### config.mk
export PLATFORM = sky130hd
export DESIGN_NAME = bg_pixel_streamer
export DESIGN_NICKNAME = d
export VERILOG_FILES = /design/src/rtl/vpu_pkg.sv /design/src/rtl/vga_timing_gen.sv /design/src/rtl/bg_pixel_streamer.sv
export SDC_FILE = /design/constraint.sdc
export NUM_CORES = 1
export LEC_CHECK = 0
export CAP_MARGIN = 20
export CORE_MARGIN = 2
export CORE_UTILIZATION = 35
export DETAILED_ROUTE_END_ITERATION = 12
export PLACE_DENSITY = 0.64
export SYNTH_ARGS = -nofsm -noshare
export SYNTH_HDL_FRONTEND = slang
export SYNTH_SLANG_ARGS = --single-unit
### constraint.sdc
create_clock -name clk -period 2.2 [get_ports clk]
set_input_delay 0.66 -clock clk [delete_from_list [all_inputs] [get_ports clk]]
set_output_delay 0.66 -clock clk [all_outputs]
set_load 0.005 [all_outputs]
### src/rtl/vpu_pkg.sv
`default_nettype none
// ============================================================================
//  Module      : vpu_pkg
//  Description : Shared video-pipeline types and 640x480@60 timing constants.
//  Revision    : 1.0 - initial release
// ============================================================================
package vpu_pkg;

    // Streamer FSM state encoding
    typedef logic [1:0] state_t;
    localparam state_t c_IDLE      = 2'd0;
    localparam state_t c_WAIT_FILL = 2'd1;
    localparam state_t c_RUN       = 2'd2;

    // 640x480 timing, in pixel clocks / lines
    localparam int c_H_ACTIVE = 640;
    localparam int c_H_FP     = 16;
    localparam int c_H_SYNC   = 96;
    localparam int c_H_BP     = 48;
    localparam int c_V_ACTIVE = 480;
    localparam int c_V_FP     = 10;
    localparam int c_V_SYNC   = 2;
    localparam int c_V_BP     = 33;

    // RGB888 pixel, packed {R, G, B} to match the FIFO word layout
    typedef struct packed {
        logic [7:0] r;
        logic [7:0] g;
        logic [7:0] b;
    } rgb_t;

endpackage
`default_nettype wire

### src/rtl/vga_timing_gen.sv
`default_nettype none
// ============================================================================
//  Module      : vga_timing_gen
//  Description : Free-running h/v raster counters with active and sync decode.
//                Counters advance only while run is high, otherwise sit at 0.
//  Revision    : 1.0 - initial release
// ============================================================================
module vga_timing_gen #(
    parameter int H_ACTIVE = 640,
    parameter int H_FP     = 16,
    parameter int H_SYNC   = 96,
    parameter int H_BP     = 48,
    parameter int V_ACTIVE = 480,
    parameter int V_FP     = 10,
    parameter int V_SYNC   = 2,
    parameter int V_BP     = 33
) (
    input  logic       clk,
    input  logic       reset,
    input  logic       run,
    output logic [9:0] h_cnt,
    output logic [9:0] v_cnt,
    output logic       active,
    output logic       hsync_pre,
    output logic       vsync_pre
);

    localparam logic [9:0] c_H_ACT   = 10'(H_ACTIVE);
    localparam logic [9:0] c_HS_BEG  = 10'(H_ACTIVE + H_FP);
    localparam logic [9:0] c_HS_END  = 10'(H_ACTIVE + H_FP + H_SYNC);
    localparam logic [9:0] c_H_LAST  = 10'(H_ACTIVE + H_FP + H_SYNC + H_BP - 1);
    localparam logic [9:0] c_V_ACT   = 10'(V_ACTIVE);
    localparam logic [9:0] c_VS_BEG  = 10'(V_ACTIVE + V_FP);
    localparam logic [9:0] c_VS_END  = 10'(V_ACTIVE + V_FP + V_SYNC);
    localparam logic [9:0] c_V_LAST  = 10'(V_ACTIVE + V_FP + V_SYNC + V_BP - 1);

    // Raster counters: h wraps each line, v steps on h wrap and wraps per frame
    always_ff @(posedge clk or posedge reset) begin
        if (reset) begin
            h_cnt <= '0;
            v_cnt <= '0;
        end else if (!run) begin
            h_cnt <= '0;
            v_cnt <= '0;
        end else if (h_cnt == c_H_LAST) begin
            h_cnt <= '0;
            v_cnt <= (v_cnt == c_V_LAST) ? 10'd0 : v_cnt + 10'd1;
        end else begin
            h_cnt <= h_cnt + 10'd1;
        end
    end

    assign active    = (h_cnt < c_H_ACT) && (v_cnt < c_V_ACT);
    assign hsync_pre = !((h_cnt >= c_HS_BEG) && (h_cnt < c_HS_END));
    assign vsync_pre = !((v_cnt >= c_VS_BEG) && (v_cnt < c_VS_END));

endmodule
`default_nettype wire

### src/rtl/bg_pixel_streamer.sv
`default_nettype none
// ============================================================================
//  Module      : bg_pixel_streamer
//  Description : Streams background pixels from a FIFO onto a VGA-style raster
//                with a 2-clock sync/pixel pipeline and sticky underflow flag.
//                Define VPU_UNDERFLOW_CNT_EN to add a saturating 16-bit
//                underflow_count output.
//  Revision    : 1.0 - initial release
// ============================================================================
module bg_pixel_streamer
    import vpu_pkg::*;
#(
    parameter int          H_ACTIVE        = c_H_ACTIVE,
    parameter int          H_FP            = c_H_FP,
    parameter int          H_SYNC          = c_H_SYNC,
    parameter int          H_BP            = c_H_BP,
    parameter int          V_ACTIVE        = c_V_ACTIVE,
    parameter int          V_FP            = c_V_FP,
    parameter int          V_SYNC          = c_V_SYNC,
    parameter int          V_BP            = c_V_BP,
    parameter logic [23:0] UNDERFLOW_COLOR = 24'hFF00FF
) (
    input  logic        clk,
    input  logic        reset,
    input  logic        enable,
    input  logic        fifo_empty,
    input  logic [23:0] fifo_q,
    output logic        fifo_rd_en,
    output logic        hsync,
    output logic        vsync,
    output logic        blank_n,
    output logic [7:0]  r,
    output logic [7:0]  g,
    output logic [7:0]  b,
    output logic        frame_start,
    output logic        underflow
`ifdef VPU_UNDERFLOW_CNT_EN
    ,
    output logic [15:0] underflow_count
`endif
);

    localparam logic [9:0] c_H_LAST = 10'(H_ACTIVE + H_FP + H_SYNC + H_BP - 1);
    localparam logic [9:0] c_V_LAST = 10'(V_ACTIVE + V_FP + V_SYNC + V_BP - 1);

    state_t     r_state;
    logic       w_run;
    logic [9:0] w_h_cnt;
    logic [9:0] w_v_cnt;
    logic       w_active;
    logic       w_hsync_pre;
    logic       w_vsync_pre;
    logic       w_frame_wrap;
    logic       w_origin;

    logic       r_s1_active;
    logic       r_s1_pop;
    logic       r_s1_hsync;
    logic       r_s1_vsync;
    logic       r_s1_origin;

    rgb_t       w_q;
    rgb_t       w_pix;
    logic       w_uf_pix;

    assign w_run        = (r_state == c_RUN);
    assign w_frame_wrap = (w_h_cnt == c_H_LAST) && (w_v_cnt == c_V_LAST);
    assign w_origin     = (w_h_cnt == 10'd0) && (w_v_cnt == 10'd0);
    assign w_q          = rgb_t'(fifo_q);

    vga_timing_gen #(
        .H_ACTIVE (H_ACTIVE),
        .H_FP     (H_FP),
        .H_SYNC   (H_SYNC),
        .H_BP     (H_BP),
        .V_ACTIVE (V_ACTIVE),
        .V_FP     (V_FP),
        .V_SYNC   (V_SYNC),
        .V_BP     (V_BP)
    ) u_timing (
        .clk       (clk),
        .reset     (reset),
        .run       (w_run),
        .h_cnt     (w_h_cnt),
        .v_cnt     (w_v_cnt),
        .active    (w_active),
        .hsync_pre (w_hsync_pre),
        .vsync_pre (w_vsync_pre)
    );

    // Control FSM: wait for first FIFO data, and only stop on a frame boundary
    always_ff @(posedge clk or posedge reset) begin
        if (reset) begin
            r_state <= c_IDLE;
        end else begin
            case (r_state)
                c_IDLE: begin
                    if (enable) r_state <= c_WAIT_FILL;
                end
                c_WAIT_FILL: begin
                    if (!enable)         r_state <= c_IDLE;
                    else if (!fifo_empty) r_state <= c_RUN;
                end
                c_RUN: begin
                    if (w_frame_wrap && !enable) r_state <= c_IDLE;
                end
                default: r_state <= c_IDLE;
            endcase
        end
    end

    // Pop only for visible pixels; an empty FIFO drops the pixel, never stalls
    assign fifo_rd_en = w_run && w_active && !fifo_empty;

    // Stage 1: align position-derived flags with the FIFO read-data latency
    always_ff @(posedge clk or posedge reset) begin
        if (reset) begin
            r_s1_active <= 1'b0;
            r_s1_pop    <= 1'b0;
            r_s1_hsync  <= 1'b1;
            r_s1_vsync  <= 1'b1;
            r_s1_origin <= 1'b0;
        end else begin
            r_s1_active <= w_run && w_active;
            r_s1_pop    <= fifo_rd_en;
            r_s1_hsync  <= !w_run || w_hsync_pre;
            r_s1_vsync  <= !w_run || w_vsync_pre;
            r_s1_origin <= w_run && w_origin;
        end
    end

    // Pixel select: FIFO data if popped, underflow colour if dropped, else black
    always_comb begin
        w_pix = '0;
        if (r_s1_active) begin
            w_pix = r_s1_pop ? w_q : rgb_t'(UNDERFLOW_COLOR);
        end
    end

    assign w_uf_pix = r_s1_active && !r_s1_pop;

    // Stage 2: register every output; underflow is sticky until reset
    always_ff @(posedge clk or posedge reset) begin
        if (reset) begin
            hsync       <= 1'b1;
            vsync       <= 1'b1;
            blank_n     <= 1'b0;
            r           <= '0;
            g           <= '0;
            b           <= '0;
            frame_start <= 1'b0;
            underflow   <= 1'b0;
        end else begin
            hsync       <= r_s1_hsync;
            vsync       <= r_s1_vsync;
            blank_n     <= r_s1_active;
            r           <= w_pix.r;
            g           <= w_pix.g;
            b           <= w_pix.b;
            frame_start <= r_s1_origin;
            underflow   <= underflow || w_uf_pix;
        end
    end

`ifdef VPU_UNDERFLOW_CNT_EN
    logic [15:0] r_uf_cnt;

    // Count dropped pixels, saturating rather than wrapping
    always_ff @(posedge clk or posedge reset) begin
        if (reset) begin
            r_uf_cnt <= '0;
        end else if (w_uf_pix && (r_uf_cnt != 16'hFFFF)) begin
            r_uf_cnt <= r_uf_cnt + 16'd1;
        end
    end

    assign underflow_count = r_uf_cnt;
`endif

endmodule
`default_nettype wire

[Word level (Yosys, flattened, before mapping)]
Cells that the tools add are included.
Storage, ports and cells
  output and inout bits: 30
  latch bits: 0
  input port bits: 28
  flip-flop bits (word level): 56
  word-level logic and storage cells: 67
  RAM bits: 0
  memory bits (read-only): 0
  memories kept: 0
Cells by class
  shifts and indexed selects: 0
  div/mod/pow operators: 0
  reductions and logical operators: 23
  order comparisons: 6
  $mul: 0
  muxes and demuxes: 12
  bitwise logic cells: 0
  add/sub/neg operators: 2
  equal/unequal tests: 8
Operators by type and width (number)
  $mux W10: 5
  $mux W24: 2
  $add A10 B1 Y10 const B: 2
  $eq A10 B10 Y1 const B: 2
  $logic_not A10 Y1: 2
  $lt A10 B10 Y1 const B: 2
  $lt A10 B9 Y1 const B: 2
  $ge A10 B10 Y1 const B: 1
  $ge A10 B9 Y1 const B: 1
  $logic_and A1 B1 Y1: 10
  $mux W2: 4
  $logic_not A1 Y1: 6
  $ne A2 B2 Y1 const B: 3
  $pmux W2 S3: 1
  $logic_or A1 B1 Y1: 3
  $ne A3 B3 Y1 const B: 1
  $reduce_and A3 Y1: 1
  $eq A2 B1 Y1 const B: 1
  $eq A2 B2 Y1 const B: 1
  $logic_not A2 Y1: 1

[Longest topological paths before layout]
Gate-level depths: netlist (run 1).
  depth after elaboration: 5
  gate-level depth with buffers: 6
  depth with buffers taken out: 6

[Modules after synthesis]
Synthesis (run 1) repeated with hierarchy kept, for this count alone.
Second synthesis, totals
  cell total of the unflattened synthesis: 209
  area total of the unflattened synthesis: 2434.8 um^2
Modules (own cells, without submodules)
  bg_pixel_streamer: sequential area each 905.9 um^2, times used 1, cells each 89, area each 1286.2 um^2
  vga_timing_gen: sequential area each 500.5 um^2, times used 1, cells each 120, area each 1148.6 um^2

[Least setup slack after synthesis (run 1)]
Ideal clock, no wire load.
  path kind: reg-to-output
  start: reg r_state[0]
  end: out fifo_rd_en
  setup slack: 422 ps
  path buffers: 1
  required time: 1540 ps
  arrival: 1118 ps
  cell stages (with the launch flop): 6
  cell sequence: dfrtp_1 > nand2b_1 > buf_2 > nor2_1 > and3_1 > and2_1
On the way
  longest elaborated chain between the ends: 3
RTL lines
  start, declared: RTL line bg_pixel_streamer.sv:46  | state_t r_state;
  start signal, assigned: RTL line bg_pixel_streamer.sv:94  | r_state <= c_IDLE;
  start signal, assigned: RTL line bg_pixel_streamer.sv:98  | if (enable) r_state <= c_WAIT_FILL;
  start signal, assigned: RTL line bg_pixel_streamer.sv:101  | if (!enable) r_state <= c_IDLE;
  $eq A2 B2 Y1: RTL line bg_pixel_streamer.sv:66  | assign w_run = (r_state == c_RUN);
  $logic_and A1 B1 Y1 (2 in series): RTL line bg_pixel_streamer.sv:113  | assign fifo_rd_en = w_run && w_active && !fifo_empty;
  end, declared: RTL line bg_pixel_streamer.sv:28  | output logic fifo_rd_en,
Every way passes these cells.

[Final worst setup path (run 1)]
  start: in fifo_empty
  end: out fifo_rd_en
On the way
  longest elaborated chain between the ends: 2
RTL lines
  start, declared: RTL line bg_pixel_streamer.sv:26  | input logic fifo_empty,
  $logic_not A1 Y1: RTL line bg_pixel_streamer.sv:113
  $logic_and A1 B1 Y1: RTL line bg_pixel_streamer.sv:113
Every way passes these cells.

==> results.txt, run 1 <==
maximum vdd drop: 0.2681 mV
Ant. Diodes: 0
height of the chip: 86.68 um
Synth Cell Area: 2392 um^2
Initial Util: 0.3561
min-delay src: r_s1_origin
commonest cells after routing, fill and taps aside: 56 x clkdlybuf4s50_1, 52 x dfrtp_1, 16 x o21a_1
Layout Utilization: 0.4877
placed cell count: 346
first-pass GRT wire length: 8424 um
DRT iter0 DRCs: 97
fmax: 0.4762 GHz
outcome: finished clean
post-DR vias/cell: 5.017
NetSw: 0.5977 mW
gpl congestion: 0.7753
Layout Cells excl Fill: 358
crit path time final: 2100 ps
Worst Tran Pin Value: 750.1 ps
Worst Path Arrival: 1440 ps
post-synth cell types: 44
EDFF count, synth: 0
end of the worst register-to-register path: u_timing.v_cnt[1]
Hold Path Stages: 0
Final setup viols: 0
vias in the first global route: 1,683
total length of routed wires: 5152 um
FF-to-FF setup slack: 460 ps
Reg-to-Reg Start: u_timing.h_cnt[0]
Hold Path Sink: frame_start
Worst Setup SP: fifo_empty
DRT antenna net count: 0
Top FF cell, synth: dfrtp_1
I/O pin cnt: 58
Tot Pwr: 2.131 mW
CP startpoint kind: input port
WL/cell: 14.39 um
synth top area cells: dfrtp_1 54%, o21a_1 5.0%, dfstp_2 4.4%, and3_1 3.1%, ha_1 2.6%
Setup CP Type: in2out
power per cell area: 650.4 nW/um^2
cell taking the most area after synthesis: dfrtp_1
Syn Nets: 235
Synthesis Warnings: 0
total clock sinks: 56
FF-to-FF path depth: 5
largest net degree at the start of global routing: 57
Sequential Power Share: 0.576
CTS tree: done
Tcrit/Tclk final: 0.9546
most common cell after layout, fill and taps aside: clkdlybuf4s50_1
relative slew slack: 0.4999
initial antenna violation count: 0
Mean Syn Cell Area: 11.84 um^2
Async S/R FF share, synth: 1.000
Leakage: 1.368 nW
Worst Hold Class: reg2reg
Final Max Tran Viols: 0
via count: 1,796
Crit Path Max Fanout: 2
die area: 7513 um^2
Pint: 1.534 mW
clock root cell: clkbuf_8
Worst-path clk slew: 100 ps
RSZ-0062 raised after global routing: false
WHS: 358.5 ps
CTS Buffer Depth: 2
input/output buffers: 57
register area share after synthesis: 0.5879
Clock Skew: 10.49 ps
max cap viols: 0
clock group share of total power: 0.266
# hold bufs at CTS: 0
H-tree levels: 2
remaining global-route overflow: 0
Num CTS Buffers: 5
Placed Area: 3144 um^2
share of layout cells above drive strength 1: 0.1619
DR DRC count: 0
Rows: 30
Gate power share: 0.158
Switching Share: 0.2804
Finished Cell Area: 3277 um^2
total global-route track usage: 0.1436
crit end category: output port
Core ar.: 6719 um^2
Skew-Pair Late Insertion Delay: 310 ps
Required @ worst endpoint: 1540 ps
Layout Nets: 310
Yosys top cell area share: 0.5439
post-DP HPWL: 3602 um
Syn-to-layout area delta: 36.98%
drt first pass iters: 4
Die Wd: 86.68 um
Mapped Cells: 202
Final Hold Vio Count: 0
Yosys reg bits: 56
==> synth_stat cells (2+ instances only) <==
| cell | number |
|---|---|
| dfrtp_1 | 52 |
| o21a_1 | 16 |
| nor2_1 | 13 |
| and3_1 | 12 |
| nand3_1 | 11 |
| inv_1 | 10 |
| nand2_1 | 10 |
| ha_1 | 5 |
| o211ai_1 | 5 |
| o21ai_0 | 5 |
| dfstp_2 | 4 |
| o31ai_2 | 4 |
| a21oi_1 | 3 |
| and2_1 | 3 |
| clkbuf_1 | 3 |
| nand2b_1 | 3 |
| nor2b_1 | 3 |
| nor3_1 | 3 |
| or3_1 | 3 |
| xnor2_1 | 3 |
| xor2_1 | 3 |
| a22o_1 | 2 |
| buf_2 | 2 |
| nand3b_1 | 2 |
| nand4_1 | 2 |
| nor4_1 | 2 |
==> flip-flops by register name (all words and copies together), names as in the netlist <==
register,cells
b,8
blank_n,1
frame_start,1
g,8
hsync,1
r,8
r_s1_active,1
r_s1_hsync,1
r_s1_origin,1
r_s1_pop,1
r_s1_vsync,1
r_state,2
u_timing.h_cnt,10
u_timing.v_cnt,10
underflow,1
vsync,1
==> final cells by class <==
| type | count | area [um^2] |
|---|---|---|
| flip-flops and latches | 56 | 1406 |
| clock buffers | 5 | 68.82 |
| fillers | 608 | 3442 |
| well taps | 80 | 100.1 |
| multi-input cells | 130 | 940.9 |
| repair buffers | 73 | 698.2 |
| clock inverters | 3 | 21.27 |
| inverters | 11 | 41.29 |
==> critical path, cell delays in order <==
cell,delay [ps]
clkdlybuf4s50_1,480
inv_1,50
and2_1,140
clkbuf_2,110
==> power groups by stage <==
stage / sequential [mW] / clock (mW) / combinational [mW]
2_1_floorplan: 1.22 / 0 / 0.215
3_3_place_gp: 1.25 / 0 / 0.335
3_5_place_dp: 1.25 / 0 / 0.342
4_1_cts: 1.23 / 0.591 / 0.344
5_1_grt: 1.25 / 0.634 / 0.380
6_report: 1.23 / 0.567 / 0.336
==> what timing repair did <==
item,in CTS,in global routing
endpoints found under the setup margin,1,1
resized for setup,5,2
endpoints found under the hold margin,0,0
setup buffers,2,2
pin swaps,1,1
==> layer usage <==
| layer | wire, um | vias up | global-route usage | share of wire |
|---|---|---|---|---|
| met3 | 295 | 9 | 0.03524 | 0.057 |
| li1 | - | 875 | - | - |
| met1 | 2552 | 852 | 0.1967 | 0.50 |
| met5 | 0 | - | 0 | 0 |
| met4 | 101 | 0 | 0.05824 | 0.020 |
| met2 | 2202 | 60 | 0.2189 | 0.43 |
==> worst max-delay path by stage <==
stage / to / slack [ps] / cells after the start
global placement: fifo_rd_en / -230 / 4
global route: fifo_rd_en / 30 / 5
floorplan: b[0] / 180 / 1
finish: fifo_rd_en / 100 / 4
detailed placement: fifo_rd_en / -240 / 4
CTS: fifo_rd_en / 6 / 5
==> cell families after synthesis <==
| family | after synthesis | synth area share |
|---|---|---|
| fa+ha+maj | 5 | 0.02615 |
| xor+xnor | 6 | 0.02197 |
| simple gates | 73 | 0.1757 |
| buf+inv | 16 | 0.02615 |
| flops | 56 | 0.5879 |
| compound gates | 46 | 0.1621 |
==> stage by stage <==
stage | worst slack (ps) | setup TNS [ps]
final | 99.98 | 0
after global routing | 33.88 | 0
after CTS | 5.731 | 0
after detailed placement | -240.9 | -240.9
after global placement | -234.9 | -234.9
after floorplan | 175.3 | 0
No activity file was read; power rests on OpenSTA's default activity.
==> inputs of run 2 (changes only) <==
Settings changed: ABC_CLOCK_PERIOD_IN_PS from default to 2200, SLEW_MARGIN from default to 20.
==> results of run 2 <==
The final DEF is identical to that of run 1; final timing and power are the same.
==> edit, RTL diff (flow settings as in run 2) <==
Build with the macro `VPU_UNDERFLOW_CNT_EN` defined.
--- a/src/rtl/bg_pixel_streamer.sv
+++ b/src/rtl/bg_pixel_streamer.sv
@@ -8,4 +8,6 @@
 //  Revision    : 1.0 - initial release
 // ============================================================================
+`define VPU_UNDERFLOW_CNT_EN
+
 module bg_pixel_streamer
     import vpu_pkg::*;
Formal check against the unedited RTL (old outputs only; new: underflow_count): equivalent (Yosys induction, for registers that start in step).
==> edit against run 2 <==
- critical path depth stayed put
- sequential cell count rose by 16
- worst setup slack got worse by 0.058 ns
- cell area rose by 32%
- sequential share of layout area is 1.2 points lower
- total power rose by 55%
- synthesized area rose by 30%
- clock power is 120% higher
- clock skew fell by 0.00071 ns
- synthesized cell count is 41% higher
- wire length is 30% higher
- highest routed layer unchanged
==> edit: results <==
metrics = {
    "final_layout": {
        "stdcell_count": 491,
        "clock_area_share_pct": 5.37,
        "buffers": 89,
        "multi_input_area_share_pct": 27.3,
        "buf_share_pct": 20.1,
        "multi_input_gates": 180,
        "final_nets": 413,
        "drive_gt1_share_pct": 11.0,
        "num-nonclk-inverters": 27,
    },
    "power": {
        "p_int_w": 0.00252,
        "p_leak_nw": 1.89,
        "switching_share_pct": 24.0,
        "vdd_drop_max_mv": 0.418,
        "clkPwrFrac_pct": 36.8,
        "seqPwrFrac_pct": 46.0,
    },
    "placed_design": {
        "portBuffers": 73,
        "hpwl_microns": 4980,
        "placed_area_sq_um": 4100,
        "place_inst": 475,
        "place.gp.congestion": 0.802,
        "dpl_worst_slack_ns": -0.340,
    },
    "outcome": {
        "run_status": "complete, no violations",
    },
    "yosys": {
        "async_reset_ff_share_pct": 100,
        "synth_compound_gate_area_share_pct": 10.9,
        "ys_seq_elements": 72,
        "post_synth_fa_ha_maj_area_fraction_pct": 2.41,
        "yosysSeqAreaShare_pct": 58.0,
        "yosys.area_share.xor_xnor_pct": 5.34,
        "syn-num-nets": 319,
        "yosys-top-cells-area": "dfrtp_1 (55%), a21boi_0 (3.9%), xnor2_1 (3.7%)",
        "synthMuxAreaShare_pct": 0.723,
        "synth_area_per_cell_sq_um": 10.9,
        "ys_types": 43,
    },
    "floorplanning": {
        "die_w_microns": 98.3,
    },
    "global_route": {
        "first_global_vias": 2352,
        "grt_max_degree": 27,
        "grt_pass1_wl_microns": 11400,
        "grtUsageTotal_pct": 14.6,
    },
    "clocking": {
        "numCtsBuffers": 9,
        "cts_max_level": 3,
        "clk_latency_ns": 0.34,
        "cts_root_buf": "clkbuf_8",
        "clk_pin_slew_worst_paths_ns": 0.07,
    },
    "route": {
        "drt-initial-drc-count": 127,
        "vias_per_cell": 4.96,
        "drtPass1Iterations": 4,
    },
    "timing": {
        "slew_headroom_pct": 66.4,
        "fin_skew_ns": 0.00978,
        "whs_ns": 0.352,
        "setup_slack_ns": 0.0419,
    },
    "critical_path": {
        "worstReg2RegEnd": "u_timing.v_cnt[8]",
        "rrSetupSlack_ns": 0.26,
        "cp.arrival_ns": 1.50,
    },
}
[edit: repair_timing]
action / 4_1_cts / 5_1_grt
gates resized for setup: 4 / 0
endpoints found under the setup margin: 1 / 0
hold buffers: 0 / 0
buffers inserted: 1 / 0
[edit: routing by layer]
layer	track usage (%)	share of wire (%)	vias up
li1	-	-	1186
met1	19.9	46	1173
met2	23.4	48	70
met3	4.51	5.5	4
met4	2.85	0.54	0
met5	0	0	-
[edit: worst min-delay path by stage]
stage | startpoint | endpoint | cells past startpoint
after detailed placement | r_s1_origin | frame_start | 0
after global routing | r_s1_hsync | hsync | 0
after global placement | r_s1_origin | frame_start | 0
after CTS | r_s1_origin | frame_start | 0
after floorplan | r_s1_origin | frame_start | 0
final | r_s1_origin | frame_start | 0
[edit: logic make-up after synthesis]
group / count (synthesis)
buffers and inverters: 33
DFF: 72
and+or+nand+nor: 101
AOI/OAI and AO/OA: 52
adders and majority gates: 6
muxes: 2
xor gates and xnor gates: 19
